===== src/rtl/fetch_stage_if.sv =====
// Instruction-memory request/response bus between the fetch stage and the instruction memory.
// The master drives the request and address; the slave answers with ready and the instruction word.
interface fetch_stage_if;
  logic        req;
  logic [31:0] addr;
  logic        ready;
  logic [31:0] rdata;

  modport master (output req, addr, input  ready, rdata);
  modport slave  (input  req, addr, output ready, rdata);
endinterface


===== src/rtl/fetch_stage.sv =====
// Fetch stage: PC register, instruction-memory handshake, decode register and redirect handling.
// Optional macro FETCH_ALIGN_CHECK_EN adds misalign_o and word-aligns redirect targets.
module fetch_stage #(
  parameter logic [31:0] RESET_PC = 32'h0000_0000
) (
  input  logic               clk_i,
  input  logic               rst_i,
  input  logic               stall_i,
  input  logic               pc_src_d_i,
  input  logic        [31:0] pc_branch_d_i,
  input  logic         [2:0] jump_d_i,
  input  logic        [31:0] reg_data_1_d_i,
  fetch_stage_if.master      imem,
  output logic        [31:0] instr_d_o,
  output logic        [31:0] pc_plus_4_d_o,
  output logic               valid_d_o
`ifdef FETCH_ALIGN_CHECK_EN
  ,
  output logic               misalign_o
`endif
);

  localparam logic [0:0] S_REQ  = 1'b0;
  localparam logic [0:0] S_HOLD = 1'b1;

  logic  [0:0] r_state;
  logic        r_started;
  logic [31:0] r_pc;
  logic [31:0] r_instr;
  logic [31:0] r_pc4;
  logic        r_valid;
  logic        r_pend_vld;
  logic [31:0] r_pend_pc;
  logic [31:0] r_buf_instr;
  logic [31:0] r_buf_pc4;

  logic        w_redirect;
  logic [31:0] w_target_raw;
  logic [31:0] w_target;
  logic [31:0] w_pc_inc;
  logic        w_unused_link;

  // Link bit only matters to the register-write side of decode.
  assign w_unused_link = jump_d_i[2];

  assign w_pc_inc   = r_pc + 32'd4;
  assign w_redirect = (pc_src_d_i | jump_d_i[0] | jump_d_i[1]) & r_valid & ~stall_i;

  always_comb begin
    w_target_raw = pc_branch_d_i;
    if (jump_d_i[1])
      w_target_raw = reg_data_1_d_i;
    else if (jump_d_i[0])
      w_target_raw = {r_pc4[31:28], r_instr[25:0], 2'b00};
  end

`ifdef FETCH_ALIGN_CHECK_EN
  logic r_misalign;
  assign w_target   = {w_target_raw[31:2], 2'b00};
  assign misalign_o = r_misalign;

  always_ff @(posedge clk_i or negedge rst_i) begin
    if (!rst_i)
      r_misalign <= 1'b0;
    else
      r_misalign <= w_redirect & (|w_target_raw[1:0]);
  end
`else
  assign w_target = w_target_raw;
`endif

  assign imem.req      = r_started & (r_state == S_REQ);
  assign imem.addr     = r_pc;
  assign instr_d_o     = r_instr;
  assign pc_plus_4_d_o = r_pc4;
  assign valid_d_o     = r_valid;

  // r_started keeps the request low for the first edge after reset release.
  always_ff @(posedge clk_i or negedge rst_i) begin
    if (!rst_i) begin
      r_state     <= S_REQ;
      r_started   <= 1'b0;
      r_pc        <= RESET_PC;
      r_instr     <= 32'd0;
      r_pc4       <= 32'd0;
      r_valid     <= 1'b0;
      r_pend_vld  <= 1'b0;
      r_pend_pc   <= 32'd0;
      r_buf_instr <= 32'd0;
      r_buf_pc4   <= 32'd0;
    end else if (!r_started) begin
      r_started <= 1'b1;
    end else begin
      case (r_state)
        S_REQ: begin
          if (imem.ready) begin
            if (r_pend_vld) begin
              r_pc       <= r_pend_pc;
              r_pend_vld <= 1'b0;
              if (!stall_i) begin
                r_instr <= 32'd0;
                r_valid <= 1'b0;
              end
            end else if (w_redirect) begin
              r_pc    <= w_target;
              r_instr <= 32'd0;
              r_valid <= 1'b0;
            end else if (stall_i) begin
              r_buf_instr <= imem.rdata;
              r_buf_pc4   <= w_pc_inc;
              r_state     <= S_HOLD;
            end else begin
              r_instr <= imem.rdata;
              r_pc4   <= w_pc_inc;
              r_valid <= 1'b1;
              r_pc    <= w_pc_inc;
            end
          end else if (!stall_i) begin
            // Address must stay put until ready, so a redirect waits in the pending register.
            r_instr <= 32'd0;
            r_valid <= 1'b0;
            if (w_redirect) begin
              r_pend_vld <= 1'b1;
              r_pend_pc  <= w_target;
            end
          end
        end
        default: begin
          if (!stall_i) begin
            if (w_redirect) begin
              r_pc    <= w_target;
              r_instr <= 32'd0;
              r_valid <= 1'b0;
            end else begin
              r_instr <= r_buf_instr;
              r_pc4   <= r_buf_pc4;
              r_valid <= 1'b1;
              r_pc    <= r_buf_pc4;
            end
            r_state <= S_REQ;
          end
        end
      endcase
    end
  end

endmodule


===== src/flat_wrapper.sv =====
// flat-port wrapper written by rule: the top's interface ports become plain ports
module fetch_stage_flat 
#(
  parameter logic [31:0] RESET_PC = 32'h0000_0000
)
  (clk_i, rst_i, stall_i, pc_src_d_i, pc_branch_d_i, jump_d_i, reg_data_1_d_i, instr_d_o, pc_plus_4_d_o, valid_d_o, imem_req, imem_addr, imem_ready, imem_rdata);
  fetch_stage_if imem_i ();
  input  logic clk_i;
  input  logic rst_i;
  input  logic stall_i;
  input  logic pc_src_d_i;
  input  logic        [31:0] pc_branch_d_i;
  input  logic         [2:0] jump_d_i;
  input  logic        [31:0] reg_data_1_d_i;
  output logic        [31:0] instr_d_o;
  output logic        [31:0] pc_plus_4_d_o;
  output logic valid_d_o;
  output wire logic [$bits(imem_i.req)-1:0] imem_req;
  output wire logic [$bits(imem_i.addr)-1:0] imem_addr;
  input wire logic [$bits(imem_i.ready)-1:0] imem_ready;
  input wire logic [$bits(imem_i.rdata)-1:0] imem_rdata;
  assign imem_req = imem_i.req;
  assign imem_addr = imem_i.addr;
  assign imem_i.ready = imem_ready;
  assign imem_i.rdata = imem_rdata;
  fetch_stage #(.RESET_PC(RESET_PC)) u_core (.clk_i(clk_i), .rst_i(rst_i), .stall_i(stall_i), .pc_src_d_i(pc_src_d_i), .pc_branch_d_i(pc_branch_d_i), .jump_d_i(jump_d_i), .reg_data_1_d_i(reg_data_1_d_i), .imem(imem_i), .instr_d_o(instr_d_o), .pc_plus_4_d_o(pc_plus_4_d_o), .valid_d_o(valid_d_o));
endmodule

===== config.mk =====
export PLATFORM = sky130hd
export DESIGN_NAME = fetch_stage_flat
export DESIGN_NICKNAME = d
export VERILOG_FILES = /design/src/rtl/fetch_stage_if.sv /design/src/rtl/fetch_stage.sv /design/src/flat_wrapper.sv
export SDC_FILE = /design/constraint.sdc
export NUM_CORES = 1
export LEC_CHECK = 0
export BUFFER_PORTS_ARGS = -buffer_cell sky130_fd_sc_hd__buf_2
export CORE_ASPECT_RATIO = 1.75
export CORE_MARGIN = 2
export CORE_UTILIZATION = 50
export CTS_BUF_LIST = sky130_fd_sc_hd__clkbuf_16
export DETAILED_ROUTE_END_ITERATION = 8
export PLACE_DENSITY = 0.83
export SYNTH_ARGS = -nofsm -noshare
export SYNTH_HDL_FRONTEND = slang
export SYNTH_SLANG_ARGS = --single-unit

===== constraint.sdc =====
create_clock -name clk_i -period 3.89 [get_ports clk_i]
set_clock_uncertainty 0.15 [all_clocks]
set_input_delay 1.167 -clock clk_i [delete_from_list [all_inputs] [get_ports clk_i]]
set_output_delay 1.167 -clock clk_i [all_outputs]
set_load 0.02 [all_outputs]

==> results.txt, run 1 <==
The required time of the critical path came out at 2570 ps. The core region is 0.0203 mm^2. The portion of total power attributed to sequential cells came out at 41.8%. The clock period minus final worst setup slack came out at 3120 ps. Dividing the detail-routed via count by the number of cells gives 6.19. The total number of nets in the final design came out at 1350. The buffer levels on the longest clock path came out at 2. In this run, the combinational gates consume 37.6% of the power.

Relative to the synthesized area, the layout overhead comes to 18.0%. The placed wire-length estimate came out at 22000 um. The detailed-routed wire length on met3 is 2090 um.

The worst hold path belongs to the class reg -> reg. The detailed router put a total of 11200 um of wire on met1. The logic depth of the worst register-to-register path is 5. The total of buffers placed on input and output ports came out at 200.

The worst setup path is launched from a register. The I/O pin count is 202. The number of endpoints with negative hold slack in the final report is 0. The later pin in the worst-skew pair is clocked with a latency of 450 ps. In this run the remaining antenna-violating nets after routing total 0.

The total overflow left after global routing is 0. The worst setup path is captured at a primary output. The die width is 113 um.

In this run the top signal layer used is met4. Static timing analysis puts the maximum clock frequency at 0.320 GHz. The routed length on met2 came out at 15200 um. Entering global routing, the biggest net connects 91 pins. The reported net switching power came out at 3710 uW.

The number of cells in the finished layout apart from fillers is 1507. TritonCTS built the clock tree. The number of clock buffers inserted by TritonCTS came out at 17. The terminating pin of the worst hold path is u_core.pc_plus_4_d_o[14]. Setup repair after global routing left no endpoint under its margin.

The area of all placed cells without fillers is 0.0122 mm^2. The clock slew at the register clock pins of the worst setup and hold paths came out at 80 ps. The count of instances resized after the clock tree is built is 0.

The initial core utilization is 51.0%. The synthesized area is 0.0104 mm^2. The slack of the worst reg-to-reg path came out at 1060 ps.

The final critical path takes up 80.3% of the cycle. Counting flops with a built-in enable in the synthesized netlist gives 0. The clock network fraction of total power is 20.6%. The via count of the first global-routing pass came to 9405. Setup violations remaining at the end of the flow were counted as 0.

The cell count after synthesis is 1085. The post-CTS setup repair buffer count came out at 0. The synthesized netlist net count came out at 1190. The number of sinks driven by the clock tree came out at 196. Summing over every cut layer, the via total after detailed routing is 9330. The sequential cell area fraction in the yosys report is 47.4%. The critical path arrival came out at 1810 ps. The ratio of cells with drive above 1 in the final layout is 28.8%. The count of maximum capacitance violations came out at 0.

The cell total after placement came out at 1474. The number of register bits inferred by synthesis came out at 196. The relative slew slack came out at 21.9%.

The run finished with clean final reports. The areal power density over the cells came out at 731 mW/mm^2. The cell internal power dissipation is 5230 uW. The area of combinational cells with multiple inputs came out at 0.00506 mm^2.

The depth of the CTS H-tree came out at 4. The tree is rooted in a sky130_fd_sc_hd__clkbuf_16. In the global route stage, overall resource usage came out at 27.5%. The first-pass iteration count of the detailed router came out at 8. After detailed routing, the total wire length is 30100 um. The overall die height is 194 um. The average wire per cell in the routed design is 20.0 um. The startpoint of the worst register-to-register path is u_core.imem.addr[5].

The setup TNS came out at 0 ps. The quantity of hold-fixing buffers added after cts is 0. After synthesis, the netlist uses 69 different library cells. The worst hold path begins at u_core.pc_plus_4_d_o[14]. The detailed router's first-iteration violation count came out at 598. The fraction of registers with async set/reset came out at 100%. The final estimated routing congestion in global placement came out at 0.971. The flip-flop and latch area came out at 0.00491 mm^2. The initial antenna violation count is 1.

Of the total power, the share spent switching nets is 41.5%. The start-to-end type of the worst setup path is reg -> out. The instance area after placement is 0.0116 mm^2. The leakage power total is 0.00555 uW.

The overall power after layout came out at 8940 uW. The endpoint identified for the worst register-to-register timing path is u_core.imem.addr[29]. The floorplan row count came out at 69. The count of pins over their slew limit came out at 0.

The global-route wire length before repair came out at 48300 um. The largest fanout on the critical path came out at 32. The floorplan step defined a die boundary enclosing 0.0219 mm^2. After filler insertion, the fill cell instance count of the layout stands at 1668.

The final routed DRC violation total came out at 0. Along the worst hold path, the cell count comes to 1. The mean instance size in the synthesized netlist is 9.54 um^2.

At the end of the flow the core is filled with cells to 60.2%. For this run, the leading register cell type out of synthesis is sky130_fd_sc_hd__dfrtp_1. The number of warning messages in the yosys log is 0. The worst ir drop on vdd came out at 0.380 mV. The measured slew at the worst slew-check pin came out at 1170 ps.
## metal layers
layer  vias up  track usage [%]
li1       4256                -
met1      4476             32.5
met2       471             46.1
met3       127             5.71
met4         0             16.0
met5         -                0
## state kept, by name, indices dropped and copies added (netlist names)
register,count
u_core.instr_d_o,32
u_core.r_buf_instr,32
u_core.r_state,1
u_core.r_pend_pc,32
u_core.r_pend_vld,1
u_core.r_started,1
u_core.valid_d_o,1
u_core.r_buf_pc4,32
u_core.imem.addr,32
u_core.pc_plus_4_d_o,32
## critical path, cell delays in order (launching register included)
cell and delay (ps):
sky130_fd_sc_hd__dfrtp_2 640, sky130_fd_sc_hd__nor2b_1 460, sky130_fd_sc_hd__buf_2 260
## power groups by stage
stage / Combinational (uW) / Clock [uW] / Sequential, uW
6_report: 3360 / 1840 / 3740
5_1_grt: 3680 / 1940 / 3850
3_3_place_gp: 3230 / 0 / 3680
2_1_floorplan: 1840 / 0 / 3990
4_1_cts: 3360 / 1850 / 3710
3_5_place_dp: 3340 / 0 / 3740
## logic make-up (layout without fill, tap and decap cells)
family / after synthesis / in the layout / share of synthesized area, %
AOI/OAI and AO/OA: 329 / 329 / 20.1
xor gates and xnor gates: 20 / 20 / 1.69
adders and majority gates: 1 / 1 / 0.121
buffers and inverters: 99 / 272 / 3.98
DFF: 196 / 196 / 47.4
muxes: 111 / 111 / 11.6
other: 1 / 2 / 0.0362
and+or+nand+nor: 328 / 328 / 15.1
## final cells by class
cell class | count | share of cell area, %
antenna | 1 | 0.0205
clock buffer | 17 | 3.48
clock inverter | 15 | 1.55
inverter | 10 | 0.307
multi-input combinational | 790 | 41.4
sequential | 196 | 40.1
tap | 248 | 2.54
timing repair buffer | 230 | 10.5
## worst max-delay path by stage
stage	from	to	slack [ps]	cells after the start
after floorplan	jump_d_i[0]	u_core.pc_plus_4_d_o[28]	840	8
after global placement	jump_d_i[0]	u_core.pc_plus_4_d_o[25]	610	5
after detailed placement	jump_d_i[0]	u_core.imem.addr[24]	580	7
after CTS	u_core.r_state	imem_req	810	2
after global routing	u_core.r_state	imem_req	710	2
final	u_core.r_state	imem_req	770	2
## cell usage after synthesis, types with 4 or more instances
cell / instances / area share, %
sky130_fd_sc_hd__nor2_1: 61 / 2.2
sky130_fd_sc_hd__xor2_1: 5 / 0.42
sky130_fd_sc_hd__o21a_1: 6 / 0.43
sky130_fd_sc_hd__buf_1: 5 / 0.18
sky130_fd_sc_hd__nor2b_1: 4 / 0.24
sky130_fd_sc_hd__mux2i_1: 38 / 3.7
sky130_fd_sc_hd__a21oi_1: 48 / 2.3
sky130_fd_sc_hd__a31oi_1: 10 / 0.60
sky130_fd_sc_hd__nor3b_1: 4 / 0.29
sky130_fd_sc_hd__nand2b_1: 8 / 0.48
sky130_fd_sc_hd__or3_1: 7 / 0.42
sky130_fd_sc_hd__nor3_1: 13 / 0.63
sky130_fd_sc_hd__a22oi_1: 35 / 2.5
sky130_fd_sc_hd__nor4_1: 11 / 0.66
sky130_fd_sc_hd__o22ai_1: 8 / 0.48
sky130_fd_sc_hd__clkbuf_1: 68 / 2.5
sky130_fd_sc_hd__nor3_2: 4 / 0.39
sky130_fd_sc_hd__nand3_1: 18 / 0.87
sky130_fd_sc_hd__inv_1: 10 / 0.36
sky130_fd_sc_hd__o21ai_1: 6 / 0.29
sky130_fd_sc_hd__o21ai_0: 130 / 6.3
sky130_fd_sc_hd__xnor2_1: 15 / 1.3
sky130_fd_sc_hd__o221a_2: 7 / 0.76
sky130_fd_sc_hd__a221oi_1: 7 / 0.59
sky130_fd_sc_hd__buf_2: 9 / 0.43
sky130_fd_sc_hd__nand2_1: 163 / 5.9
sky130_fd_sc_hd__mux2_2: 73 / 7.9
sky130_fd_sc_hd__a21o_1: 7 / 0.51
sky130_fd_sc_hd__o31ai_1: 4 / 0.29
sky130_fd_sc_hd__o221ai_1: 17 / 1.4
sky130_fd_sc_hd__a211oi_1: 7 / 0.51
sky130_fd_sc_hd__dfrtp_1: 196 / 47
sky130_fd_sc_hd__and3_1: 4 / 0.24
sky130_fd_sc_hd__o22a_1: 12 / 1.0
sky130_fd_sc_hd__o211ai_1: 7 / 0.51
## through the flow
stage	hold slack (ps)	setup slack [ps]
finish	327	767
global route	351	708
CTS	330	808
detailed placement	314	584
global placement	308	612
floorplan	293	835
## cell usage in the layout, fill, tap and decap left out, types with 8 or more instances in the layout
master,instances
sky130_fd_sc_hd__buf_2,199
sky130_fd_sc_hd__nand2b_1,8
sky130_fd_sc_hd__a31oi_1,10
sky130_fd_sc_hd__mux2_2,73
sky130_fd_sc_hd__nand2_1,163
sky130_fd_sc_hd__a21oi_1,46
sky130_fd_sc_hd__nor2_1,61
sky130_fd_sc_hd__nand3_1,18
sky130_fd_sc_hd__nor4_1,11
sky130_fd_sc_hd__o221ai_1,17
sky130_fd_sc_hd__xnor2_1,15
sky130_fd_sc_hd__a22oi_1,35
sky130_fd_sc_hd__o22ai_1,8
sky130_fd_sc_hd__o22a_1,12
sky130_fd_sc_hd__clkbuf_16,17
sky130_fd_sc_hd__o21ai_0,130
sky130_fd_sc_hd__mux2i_1,38
sky130_fd_sc_hd__dfrtp_1,195
sky130_fd_sc_hd__inv_1,10
sky130_fd_sc_hd__buf_4,26
sky130_fd_sc_hd__nor3_1,12
Power figures use the tool's default switching activity.
==> run 2: changes to the inputs <==
- PLACE_DENSITY: 0.83 -> 0.86
- clock period: 3.89 -> 2.6 ns (I/O delays scaled with it)
==> run 2 against run 1 <==
  * Register-to-register slack worse by 970 ps
  * Sequential power increased by 47%
  * Clock power up 29%
  * Via count rose by 3.3%
  * Setup slack worse by 680 ps
  * Global-route usage increased by 2.4 points
  * Sequential share of layout area is 1.6 points lower
  * Combinational power grew 66%
  * Wire length rose by 8.0%
  * Die area unchanged
  * Largest cell class unchanged
  * Worst hold slack worse by 200 ps
  * Utilization increased by 2.5 points
  * Critical endpoint is now u_core.imem.addr[29]
==> results.txt, run 2 (synthesized netlist as in run 1, its figures left out) <==
Run status: finished, final reports clean (unchanged). The global-route wire length before repair came out at 51800 um (was 48300 um). The startpoint type of the worst setup path is a register (unchanged).

The number of clock buffers inserted by TritonCTS came to 17 (unchanged). The count of maximum capacitance violations is 0 (unchanged). The overall fraction of global-route tracks in use is 29.9% (was 27.5%). The most common cell after layout, fill and taps aside was sky130_fd_sc_hd__buf_2 (unchanged).

The count of pins over their slew limit is 0 (unchanged). Cells along the critical path: nand4_2 > or4_1 > buf_4 > or4_1 > a31oi_1 > o22a_1 (was nor2b_1 > buf_2). The number of endpoints with negative hold slack in the final report is 0 (unchanged). Commonest cells after routing, fill and taps aside: sky130_fd_sc_hd__buf_2, sky130_fd_sc_hd__dfrtp_1, sky130_fd_sc_hd__nand2_1, sky130_fd_sc_hd__o21ai_0, sky130_fd_sc_hd__buf_4 (was sky130_fd_sc_hd__buf_2, sky130_fd_sc_hd__dfrtp_1, sky130_fd_sc_hd__nand2_1, sky130_fd_sc_hd__o21ai_0, sky130_fd_sc_hd__mux2_2). The final routed DRC violation total came out at 0 (unchanged). The final hold slack is 124 ps (was 327 ps). The I/O pin count came out at 202 (unchanged). The areal power density over the cells was 1050 mW/mm^2 (was 731 mW/mm^2). The clock root buffer master is sky130_fd_sc_hd__clkbuf_16 (unchanged). The average via count per standard cell came out at 6.13 (was 6.19).

The placed wire-length estimate came to 24700 um (was 22000 um). The slowest library cell on the worst path was sky130_fd_sc_hd__or4_1 (was sky130_fd_sc_hd__dfrtp_2). The final cell utilization of the core is 62.7% (was 60.2%). The number of sinks driven by the clock tree was 196 (unchanged). The start-to-end type of the worst setup path was reg -> reg (was reg -> out).

The die width was 113 um (unchanged). The post-CTS setup repair buffer count is 0 (unchanged). The largest fanout on the critical path came to 18 (was 32). The overall routed net length was 32500 um (was 30100 um). The required time of the critical path is 2830 ps (was 2570 ps). The family with the most delay on the worst path is simple AND/OR/NAND/NOR gates (was flip-flops). The overall die height is 194 um (unchanged). The total number of nets in the final design is 1416 (was 1350). The post-detailed-route count of antenna-violating nets is 0 (unchanged). The most numerous cell type found on the critical path is sky130_fd_sc_hd__or4_1. The detailed router's first-iteration violation count is 808 (was 598). Unrepaired setup endpoints after global routing: no (unchanged). The clock period minus final worst setup slack is 2510 ps. The initial core utilization was 51.0% (unchanged).

The overall power after layout is 13400 uW (was 8940 uW). The total global routing overflow was 0 (unchanged). The buffer levels on the longest clock path is 2 (unchanged). The count of buffering cells on the critical path with inverters included is 1 (unchanged).

The clock latency of the later-clocked register in the worst-skew pair is 440 ps (was 450 ps). The via total after detailed routing is 9636 (was 9330). The cell total after placement came out at 1540 (was 1474). The depth of the CTS H-tree is 4 (unchanged).

The largest stage delay on the critical path came out at 550 ps (was 640 ps). The leakage power total is 0.00586 uW (was 0.00555 uW). The maximum number of pins on one net before global-route repair came out at 57 (was 91).

The die footprint was 0.0219 mm^2 (unchanged). The worst ir drop on vdd came out at 0.554 mV (was 0.380 mV). The path category of the worst min-delay check is in -> async (was reg -> reg). The critical path arrival is 2740 ps (was 1810 ps).

The type of destination of the critical path is a register (was primary output). The average wire per cell in the routed design came out at 20.7 um (was 20.0 um). The ratio of cells with drive above 1 in the final layout was 32.4% (was 28.8%). The core outline area is 0.0203 mm^2 (unchanged). The first-pass iteration count of the detailed router came to 6 (was 8). The area of all placed cells without fillers is 0.0127 mm^2 (was 0.0122 mm^2). The period utilization came out at 96.6%. The signed area change from the synthesized netlist to the final layout was 22.9% (was 18.0%). The initial antenna violation count came out at 2 (was 1). The clock slew at the register clock pins of the worst setup and hold paths came to 70 ps (was 80 ps). The TritonCTS clock tree is yes (unchanged).

The peak clock frequency supported by timing came out at 0.398 GHz. The floorplan row count is 69 (unchanged). The number of cells in the finished layout apart from fillers came out at 1571 (was 1507). The final estimated routing congestion in global placement came out at 0.932 (was 0.971).

The via count of the first global-routing pass is 9808 (was 9405). The total of buffers placed on input and output ports is 200 (unchanged). The measured slew at the worst slew-check pin is 610 ps (was 1170 ps). The instance area after placement came to 0.0122 mm^2 (was 0.0116 mm^2).

The relative slew slack is 59.3% (was 21.9%). The final count of negative-setup-slack endpoints came out at 0 (unchanged).
run 2: cell types whose count changed in the layout (fill, tap and decap cells not counted), sizes merged:
cell	change
inv	-6
clkinv	+4
bufinv	-2
buf	+66
clkinvlp	+2
run 2: cell type report:
class                           count  area, um^2
Antenna cell                        1        2.50
Tap cell                          248         310
Inverter                           10        37.5
Sequential cell                   196        4910
Timing Repair Buffer              296        1880
Clock inverter                     13        87.6
Multi-Input combinational cell    790        5080
Clock buffer                       17         425
Fill cell                        1654        7560
run 2: path summary, 6_finish.rpt:
kind                                           from                        to  slack [ps]  cells past startpoint
setup / recovery               u_core.imem.addr[13]      u_core.imem.addr[29]          90                      6
hold / removal                                rst_i       u_core.instr_d_o[2]         120                      1
setup reg to reg               u_core.imem.addr[13]      u_core.imem.addr[29]          90                      6
hold reg to reg            u_core.pc_plus_4_d_o[14]  u_core.pc_plus_4_d_o[14]         320                      1
max in group asynchronous                     rst_i      u_core.imem.addr[12]        1440                      2
min in group clk_i         u_core.pc_plus_4_d_o[14]  u_core.pc_plus_4_d_o[14]         320                      1
run 2: routing by layer:
metal  wire (um)  global-route usage, %  share of wire, %
met5           0                      0                 0
met4        1410                   14.5               4.3
met3        2010                   4.71               6.2
met2       17100                   53.1                53
met1       12000                   34.8                37
run 2: stage by stage:
stage / setup WS [ps] / TNS, ps
finish: 89.4 / 0
CTS: 34.1 / 0
global route: 12.8 / 0
global placement: -77.6 / -555
floorplan: 12.9 / 0
detailed placement: -132 / -1620
run 2: report_power, final:
group / internal [uW] / total [uW] / switching, uW / leakage [uW]
registers: 4360 / 5480 / 1120 / 0.00242
logic: 2250 / 5570 / 3320 / 0.00320
clock network: 1210 / 2380 / 1170 / 0.000244
run 2: timing repair:
action                                  CTS  global route
endpoints found under the setup margin    0             2
gates resized for setup                   0             2
hold buffers                              0             0
